==> src/rtl/johnson_pkg.sv <==
// Shared types for the Johnson counter run controller: FSM state encoding
// and shift-direction constants.
package johnson_pkg;

  typedef enum logic [1:0] {
    IDLE   = 2'd0,
    RUN    = 2'd1,
    HOLD   = 2'd2,
    FINISH = 2'd3
  } state_t;

  localparam logic DIR_LEFT  = 1'b0;
  localparam logic DIR_RIGHT = 1'b1;

endpackage : johnson_pkg

==> src/rtl/johnson_core.sv <==
// WIDTH-bit Johnson (twisted-ring) shift register with synchronous clear
// and step enable; direction selects which end receives the inverted bit.
module johnson_core
  import johnson_pkg::*;
#(
  parameter int WIDTH = 4
) (
  input  logic             clk,
  input  logic             reset,
  input  logic             clr,
  input  logic             en,
  input  logic             dir,
  output logic [WIDTH-1:0] out
);

  logic [WIDTH-1:0] r_code;
  logic [WIDTH-1:0] w_code_next;

  always_comb begin
    w_code_next = r_code;
    if (clr) begin
      w_code_next = '0;
    end else if (en) begin
      if (dir == DIR_RIGHT) begin
        w_code_next = {~r_code[0], r_code[WIDTH-1:1]};
      end else begin
        w_code_next = {r_code[WIDTH-2:0], ~r_code[WIDTH-1]};
      end
    end
  end

  always_ff @(posedge clk or negedge reset) begin
    if (!reset) begin
      r_code <= '0;
    end else begin
      r_code <= w_code_next;
    end
  end

  assign out = r_code;

endmodule : johnson_core

==> src/rtl/johnson_seq_ctrl.sv <==
// Run controller: sequences a Johnson counter through a programmed number of
// full rounds with pause/stop, and produces phase strobe and busy/done status.
module johnson_seq_ctrl
  import johnson_pkg::*;
#(
  parameter int WIDTH = 4,
  parameter int CNT_W = 8
) (
  input  logic               clk,
  input  logic               reset,
  input  logic               start,
  input  logic               stop,
  input  logic               pause,
  input  logic               dir,
  input  logic [CNT_W-1:0]   rounds,
  output logic [WIDTH-1:0]   out,
  output logic [2*WIDTH-1:0] phase,
  output logic [CNT_W-1:0]   round_cnt,
  output logic               busy,
  output logic               done
);

  localparam int               PW     = 2 * WIDTH;
  localparam logic [PW-1:0]    PHASE0 = PW'(1);
  localparam logic [CNT_W-1:0] CNT1   = CNT_W'(1);

  state_t           r_state;
  state_t           w_state_next;
  logic             r_dir;
  logic [CNT_W-1:0] r_rounds;
  logic [PW-1:0]    r_phase;
  logic [PW-1:0]    w_phase_next;
  logic [CNT_W-1:0] r_round_cnt;
  logic [CNT_W-1:0] w_round_cnt_next;
  logic [CNT_W-1:0] w_round_inc;
  logic             r_busy;
  logic             r_done;
  logic             w_capture;
  logic             w_clr;
  logic             w_en;

  johnson_core #(
    .WIDTH (WIDTH)
  ) u_core (
    .clk   (clk),
    .reset (reset),
    .clr   (w_clr),
    .en    (w_en),
    .dir   (r_dir),
    .out   (out)
  );

  assign w_round_inc = r_round_cnt + CNT1;

  // HOLD leaving on pause=0 steps on that same edge, so a pause costs exactly
  // as many cycles as it was held high.
  always_comb begin
    w_state_next     = r_state;
    w_phase_next     = r_phase;
    w_round_cnt_next = r_round_cnt;
    w_capture        = 1'b0;
    w_clr            = 1'b0;
    w_en             = 1'b0;
    case (r_state)
      IDLE: begin
        if (start && !stop) begin
          w_state_next     = RUN;
          w_capture        = 1'b1;
          w_round_cnt_next = '0;
        end
      end
      RUN, HOLD: begin
        if (stop) begin
          w_state_next     = IDLE;
          w_clr            = 1'b1;
          w_phase_next     = PHASE0;
          w_round_cnt_next = '0;
        end else if (pause) begin
          w_state_next = HOLD;
        end else begin
          w_state_next = RUN;
          w_en         = 1'b1;
          w_phase_next = {r_phase[PW-2:0], r_phase[PW-1]};
          // Top phase bit marks the step that returns the code to zero.
          if (r_phase[PW-1]) begin
            w_round_cnt_next = w_round_inc;
            if ((r_rounds != '0) && (w_round_inc == r_rounds)) begin
              w_state_next = FINISH;
            end
          end
        end
      end
      FINISH: begin
        w_state_next = IDLE;
      end
      default: begin
        w_state_next     = IDLE;
        w_clr            = 1'b1;
        w_phase_next     = PHASE0;
        w_round_cnt_next = '0;
      end
    endcase
  end

  always_ff @(posedge clk or negedge reset) begin
    if (!reset) begin
      r_state     <= IDLE;
      r_dir       <= DIR_LEFT;
      r_rounds    <= '0;
      r_phase     <= PHASE0;
      r_round_cnt <= '0;
      r_busy      <= 1'b0;
      r_done      <= 1'b0;
    end else begin
      r_state     <= w_state_next;
      r_phase     <= w_phase_next;
      r_round_cnt <= w_round_cnt_next;
      r_busy      <= (w_state_next == RUN) || (w_state_next == HOLD);
      r_done      <= (w_state_next == FINISH);
      if (w_capture) begin
        r_dir    <= dir;
        r_rounds <= rounds;
      end
    end
  end

  assign phase     = r_phase;
  assign round_cnt = r_round_cnt;
  assign busy      = r_busy;
  assign done      = r_done;

endmodule : johnson_seq_ctrl

==> config.mk <==
export PLATFORM = sky130hd
export DESIGN_NAME = johnson_seq_ctrl
export DESIGN_NICKNAME = d
export VERILOG_FILES = /design/src/rtl/johnson_pkg.sv /design/src/rtl/johnson_core.sv /design/src/rtl/johnson_seq_ctrl.sv
export SDC_FILE = /design/constraint.sdc
export NUM_CORES = 1
export LEC_CHECK = 0
export ABC_AREA = 1
export BUFFER_PORTS_ARGS = -buffer_cell sky130_fd_sc_hd__clkbuf_2
export CORE_MARGIN = 1
export CORE_UTILIZATION = 40
export DETAILED_ROUTE_END_ITERATION = 10
export PLACE_DENSITY_LB_ADDON = 0.1
export RECOVER_POWER = 50
export SETUP_SLACK_MARGIN = 0.5
export SLEW_MARGIN = 20
export SYNTH_ARGS = -nofsm -noshare
export SYNTH_HDL_FRONTEND = slang
export SYNTH_SLANG_ARGS = --single-unit
==> constraint.sdc <==
create_clock -name clk -period 2.2 [get_ports clk]
set_clock_uncertainty 0.05 [all_clocks]
set_input_delay 0.33 -clock clk [delete_from_list [all_inputs] [get_ports clk]]
set_output_delay 0.33 -clock clk [all_outputs]
set_load 0.05 [all_outputs]
==> flow_summary_export.csv, run 1 <==
group,metric,value,unit
run_status,status,"complete, no violations",
sta,grt_setup_unrepaired,"true",
power,power.share.combinational,46.3,%
clock_network,clkSinkCount,33,
sta,fin_crit_sh,87.98,%
clock_network,cts-buffers-inserted,5,
clock_network,cts_max_level,2,
drt,vias_per_cell,4.914,
finish,syn2layout_area_growth,30.44,%
power,internal_power,1.494,mW
global_route,grt_max_degree,22,
power,power.switching,1.159,mW
clock_network,clockBufferDepth,2,
job,drv_cap,0,
sta,fmax,516.6,MHz
clock_network,cts.clk_slew.worst_paths,0.08,ns
drt,drcViolationCount,0,
clock_network,root_buffer,"clkbuf_8",
floorplan,ioPinCount,36,
drt,vias,1548,
synthesis,syn-mean-instance-area,8.026,µm²
drt,dr.pass1.iters,4,
synthesis,ys.warnings.count,0,
placed_design,io_buffers,35,
floorplan,die_w,66.91,µm
sta,fin_tns_setup,0,ns
synthesis,ys_ff_latch,33,
power,seq_power_share,34.8,%
drt,wl,3.949,mm
sta,slew_headroom,25.15,%
synthesis,synth_nets,228,
sta,worst_pin_slew,1.123,ns
clock_network,clk_latency,0.28,ns
power,p_sw_share,43.70,%
global_route,antenna_found_initial,0,
finish,final_common_cell,"nand2_1",
power,power-per-cell-area,1207,nW/µm²
floorplan,core.rowCount,23,
power,p_leak,1.017,nW
clock_network,cts_tree,"yes",
sta,setup_viol,0,
synthesis,synthCells,210,
finish,final_layout_size_suffix_gt1_share,30.19,%
synthesis,syn_area,1685,µm²
global_route,grt_pass1_vias,1394,
sta,final-hold-violation-count,0,
worst_setup_path,criticalPathCategory,"flop to flop",
sta,min_period,1.936,ns
worst_setup_path,end_kind,"flop",
floorplan,start_util,41.83,%
drt,ant_nets,0,
placed_design,dp_hpwl,2.778,mm
finish,layout_common_cells,"41 x nand2_1, 30 x inv_1, 26 x dfrtp_1",
hold_path,hp-class,"primary input to flop",
floorplan,die_area,4477,µm²
finish,layout.nets,282,
worst_setup_path,arrival,2.05,ns
worst_setup_path,crit_fanout,3,
drt,wl_per_cell,12.54,µm
placed_design,gp_congestion,0.7775,
global_route,grt.overflow.total,0,
power,p_total,2.653,mW
synthesis,ys_types,22,
worst_setup_path,crit_required,2.32,ns
power,pwr-share-clk,18.9,%
floorplan,die_h,66.91,µm
power,irDropWorstVdd,662.2,µV
worst_setup_path,worst_setup_path_start_kind,"flop",
synthesis,synth-seq-area-share,49.07,%
finish,diodes,0,
floorplan,core,4029,µm²
global_route,grt_pass1_wl,6.085,mm
sta,finalMaxSlewViolations,0,
global_route,grt_usage,18.62,%
drt,drt_iter0_drc,91,
[registers in the layout, summed over array words and instances, names as in the netlist]
signal      count
busy            1
done            1
phase           8
r_dir           1
r_rounds        8
r_state         2
round_cnt       8
u_core.out      4
[cell type report]
| class | instances | area [µm²] |
|---|---|---|
| Inverter | 37 | 141.4 |
| Tap cell | 50 | 62.56 |
| Timing Repair Buffer | 51 | 287.8 |
| Clock inverter | 1 | 5.005 |
| Multi-Input combinational cell | 136 | 768.2 |
| Sequential cell | 33 | 837.1 |
| Clock buffer | 7 | 96.34 |
| Fill cell | 415 | 1831 |
[critical path, stage by stage (launching register included)]
cell and delay (ns):
dfrtp_4 0.50, ha_4 0.27, inv_2 0.03, nand2_1 0.05, nand3_1 0.06, nor2_1 0.10
nand2_1 0.06, nor2_1 0.11, nand3_1 0.08, o21bai_1 0.13, nand2_1 0.08, nand2_2 0.10
ha_4 0.20
[layer usage]
layer | track usage (%) | part of all wire (%) | up-vias
li1 | - | - | 789
met1 | 21.88 | 44 | 719
met2 | 32.58 | 51 | 35
met3 | 4.623 | 3.8 | 5
met4 | 6.383 | 0.91 | 0
met5 | 0 | 0 | -
[synthesized netlist by cell type]
master	instances	area [µm²]
a21oi_1	8	40.04
buf_2	1	5.000
clkbuf_1	3	11.26
dfrtp_1	32	800.8
dfstp_2	1	26.28
ha_1	4	50.05
inv_1	35	131.4
inv_2	2	7.510
mux2_2	2	22.52
nand2_1	43	161.4
nand2_2	3	18.77
nand3_1	22	110.1
nand3_2	1	10.01
nand4_1	1	6.260
nor2_1	15	56.30
nor2_2	2	12.51
nor2_4	3	33.78
o21ai_0	14	70.07
o21ai_1	2	10.01
o21bai_1	1	7.510
o22ai_1	14	87.58
or2_2	1	6.260
[worst paths after layout]
check / end / from / slack [ns] / depth (start not counted)
max: busy / round_cnt[0] / 0.26 / 12
min: r_rounds[0] / rounds[0] / 0.23 / 2
max reg2reg: busy / round_cnt[0] / 0.26 / 12
min reg2reg: phase[0] / phase[0] / 0.48 / 2
max in group asynchronous: u_core.out[3] / reset / 0.44 / 3
min in group asynchronous: round_cnt[2] / reset / 0.73 / 2
[power by group through the flow]
stage               Clock (mW)  Combinational [mW]  Sequential, mW
floorplan                    0               0.514            1.18
global placement             0                1.02           0.944
detailed placement           0                1.02           0.943
CTS                      0.518                1.07           0.926
global route             0.547                1.36           0.947
finish                   0.501                1.23           0.924
[kinds of logic after synthesis]
group                    count (synthesis)  share of synthesized area [%]
AND/OR/NAND/NOR                         91                          24.65
flip-flops                              33                          49.07
AO/OA/AOI/OAI                           39                          12.77
buffers and inverters                   41                          9.206
multiplexers                             2                          1.336
adder cells (fa/ha/maj)                  4                          2.970
[metrics by stage]
step | hold WS, ns | setup slack (ns) | cells | utilization (%) | instance area (µm²)
2_1_floorplan | -0.01559 | 0.2738 | 210 | - | 1708
3_3_place_gp | 0.2856 | 0.2913 | 295 | 48.63 | 1959
3_5_place_dp | 0.2862 | 0.2428 | 295 | 48.63 | 1959
4_1_cts | 0.2252 | 0.2768 | 307 | 52.14 | 2101
5_1_grt | 0.2402 | 0.07662 | 315 | 54.57 | 2198
6_report | 0.2336 | 0.2643 | 315 | 54.57 | 2198
[timing repair]
action	in CTS	in global routing
setup buffers	3	7
resized for setup	4	21
cloned	0	1
hold endpoints to repair	19	0
setup endpoints to repair	6	22
hold buffers	1	0
pin swaps	2	14
Power figures use the tool's default switching activity.
==> inputs of run 2 (changes only) <==
Clock period 2.2 ns to 2.1 ns, I/O delays scaled along.
==> run 2 against run 1 <==
Net effect: die area did not move; sequential share of layout area fell by 0.36 points; global-route usage rose by 1.5 points; combinational power rose by 9%; highest routed layer unchanged; via count fell by 0.26%; utilization rose by 0.53 points; clock power fell by 5.4%; clock-buffer cell count fell by 2; largest power group unchanged; register-to-register slack got worse by 0.12 ns; setup slack got worse by 0.12 ns; total power rose by 5.0%.
==> flow_summary_export.csv, run 2 (synthesis gave the netlist of run 1 again) <==
group,metric,value,unit
run_status,status,"complete, no violations",
power,p_sw_share,45.20,%
sta,setup_viol,0,
worst_setup_path,arrival,2.09,ns
clock_network,clkSinkCount,33,
drt,vias,1544,
global_route,grt.overflow.total,0,
placed_design,io_buffers,35,
power,power.share.combinational,48.1,%
power,irDropWorstVdd,729.7,µV
sta,worst_hold_slack,0.1995,ns
sta,grt_setup_unrepaired,"true",
power,power-per-cell-area,1255,nW/µm²
sta,finalMaxSlewViolations,0,
clock_network,cts-buffers-inserted,5,
power,power.switching,1.259,mW
drt,drcViolationCount,0,
global_route,antenna_found_initial,0,
worst_setup_path,end_kind,"flop",
floorplan,die_area,4477,µm²
sta,fin_crit_sh,92.89,%
floorplan,start_util,41.83,%
floorplan,die_h,66.91,µm
finish,final_layout_size_suffix_gt1_share,31.46,%
job,drv_cap,0,
placed_design,gp_congestion,0.7810,
clock_network,cts_max_level,2,
clock_network,cts.clk_slew.worst_paths,0.07,ns
global_route,grt_pass1_wl,6.423,mm
sta,worst_pin_slew,0.7282,ns
sta,slew_headroom,51.45,%
drt,vias_per_cell,4.871,
worst_setup_path,worst_setup_path_start_kind,"flop",
clock_network,clockBufferDepth,2,
floorplan,core,4029,µm²
sta,min_period,1.951,ns
sta,final-hold-violation-count,0,
sta,setup_ws,0.1492,ns
hold_path,hp-class,"primary input to flop",
worst_setup_path,crit_required,2.24,ns
finish,syn2layout_area_growth,31.70,%
worst_setup_path,crit_fanout,3,
global_route,grt_max_degree,25,
finish,layout.nets,284,
drt,wl,3.938,mm
placed_design,placed_cells,295,
floorplan,core.rowCount,23,
finish,layout_common_cells,"42 x nand2_1, 30 x inv_1, 26 x dfrtp_1",
finish,final_common_cell,"nand2_1",
clock_network,root_buffer,"clkbuf_8",
clock_network,cts_tree,"yes",
power,pwr-share-clk,17.0,%
placed_design,dp_slack,0.1315,ns
placed_design,dp_hpwl,2.750,mm
finish,layout.cells.non_filler,317,
power,p_leak,1.023,nW
floorplan,die_w,66.91,µm
finish,diodes,0,
clock_network,clk_latency,0.29,ns
global_route,grt_usage,20.12,%
sta,fmax,512.6,MHz
drt,wl_per_cell,12.42,µm
power,internal_power,1.526,mW
floorplan,ioPinCount,36,
worst_setup_path,criticalPathCategory,"flop to flop",
drt,ant_nets,0,
drt,drt_iter0_drc,83,
global_route,grt_pass1_vias,1404,
drt,dr.pass1.iters,4,
power,seq_power_share,34.9,%
[run 2: cell count changes in the layout (fill, tap and decap cells not counted), sizes merged]
cell,previous run,this run
clkbuf,44,41
clkinv,1,2
clkinvlp,0,1
buf,13,16
[run 2: layout make-up]
cell class / instances / area [µm²]
tap: 50 / 62.56
timing repair buffer: 53 / 302.8
inverter: 37 / 141.4
clock inverter: 3 / 17.52
sequential: 33 / 837.1
multi-input combinational: 136 / 789.5
fill: 400 / 1809
clock buffer: 5 / 68.82
[run 2: worst max-delay path: stages (launching register included)]
cell,delay (ns)
dfrtp_4,0.50
ha_4,0.27
inv_2,0.03
nand2_1,0.05
nand3_1,0.07
nor2_1,0.11
nand2_1,0.08
nor2_2,0.11
nand3_1,0.08
o21bai_1,0.13
nand2_1,0.08
nand2_2,0.09
ha_4,0.19
[run 2: power by group through the flow]
stage	sequential [mW]	combinational [mW]	clock [mW]
final	0.971	1.34	0.474
after global routing	0.999	1.48	0.513
after CTS	0.971	1.20	0.484
after detailed placement	0.989	1.07	0
after global placement	0.991	1.07	0
after floorplan	1.24	0.543	0
[run 2: worst paths after layout]
check                             startpoint            end  slack [ns]  depth (start not counted)
worst max-delay path            round_cnt[0]           busy        0.15                         12
worst min-delay path               rounds[0]    r_rounds[0]        0.20                          2
worst max register to register  round_cnt[0]           busy        0.15                         12
worst min register to register      phase[0]       phase[0]        0.46                          2
max in group asynchronous              reset  u_core.out[3]        0.61                          3
min in group asynchronous              reset   round_cnt[2]        0.51                          2
[run 2: timing repair]
item                       CTS  global route
setup endpoints to repair   19            23
gates cloned                 1             0
hold endpoints to repair    22             0
setup buffers                8             4
resized for setup            9            21
pin swaps                    6            12
hold buffers                 1             0
[run 2: through the flow]
| step | TNS, ns | cell area (µm²) | util (%) | power, mW |
|---|---|---|---|---|
| floorplan | 0 | 1708 | - | 1.783 |
| global placement | 0 | 1959 | 48.63 | 2.065 |
| detailed placement | 0 | 1959 | 48.63 | 2.059 |
| CTS | 0 | 2151 | 53.39 | 2.653 |
| global route | -0.005877 | 2220 | 55.09 | 2.987 |
| finish | 0 | 2220 | 55.09 | 2.785 |
[run 2: layer usage]
layer  global-route usage (%)  up-vias  part of all wire, %
met5                        0        -                    0
met4                    9.574        0                  2.2
met3                    4.966       10                  4.1
met2                    34.34       34                   50
met1                    23.34      708                   43
li1                         -      792                    -
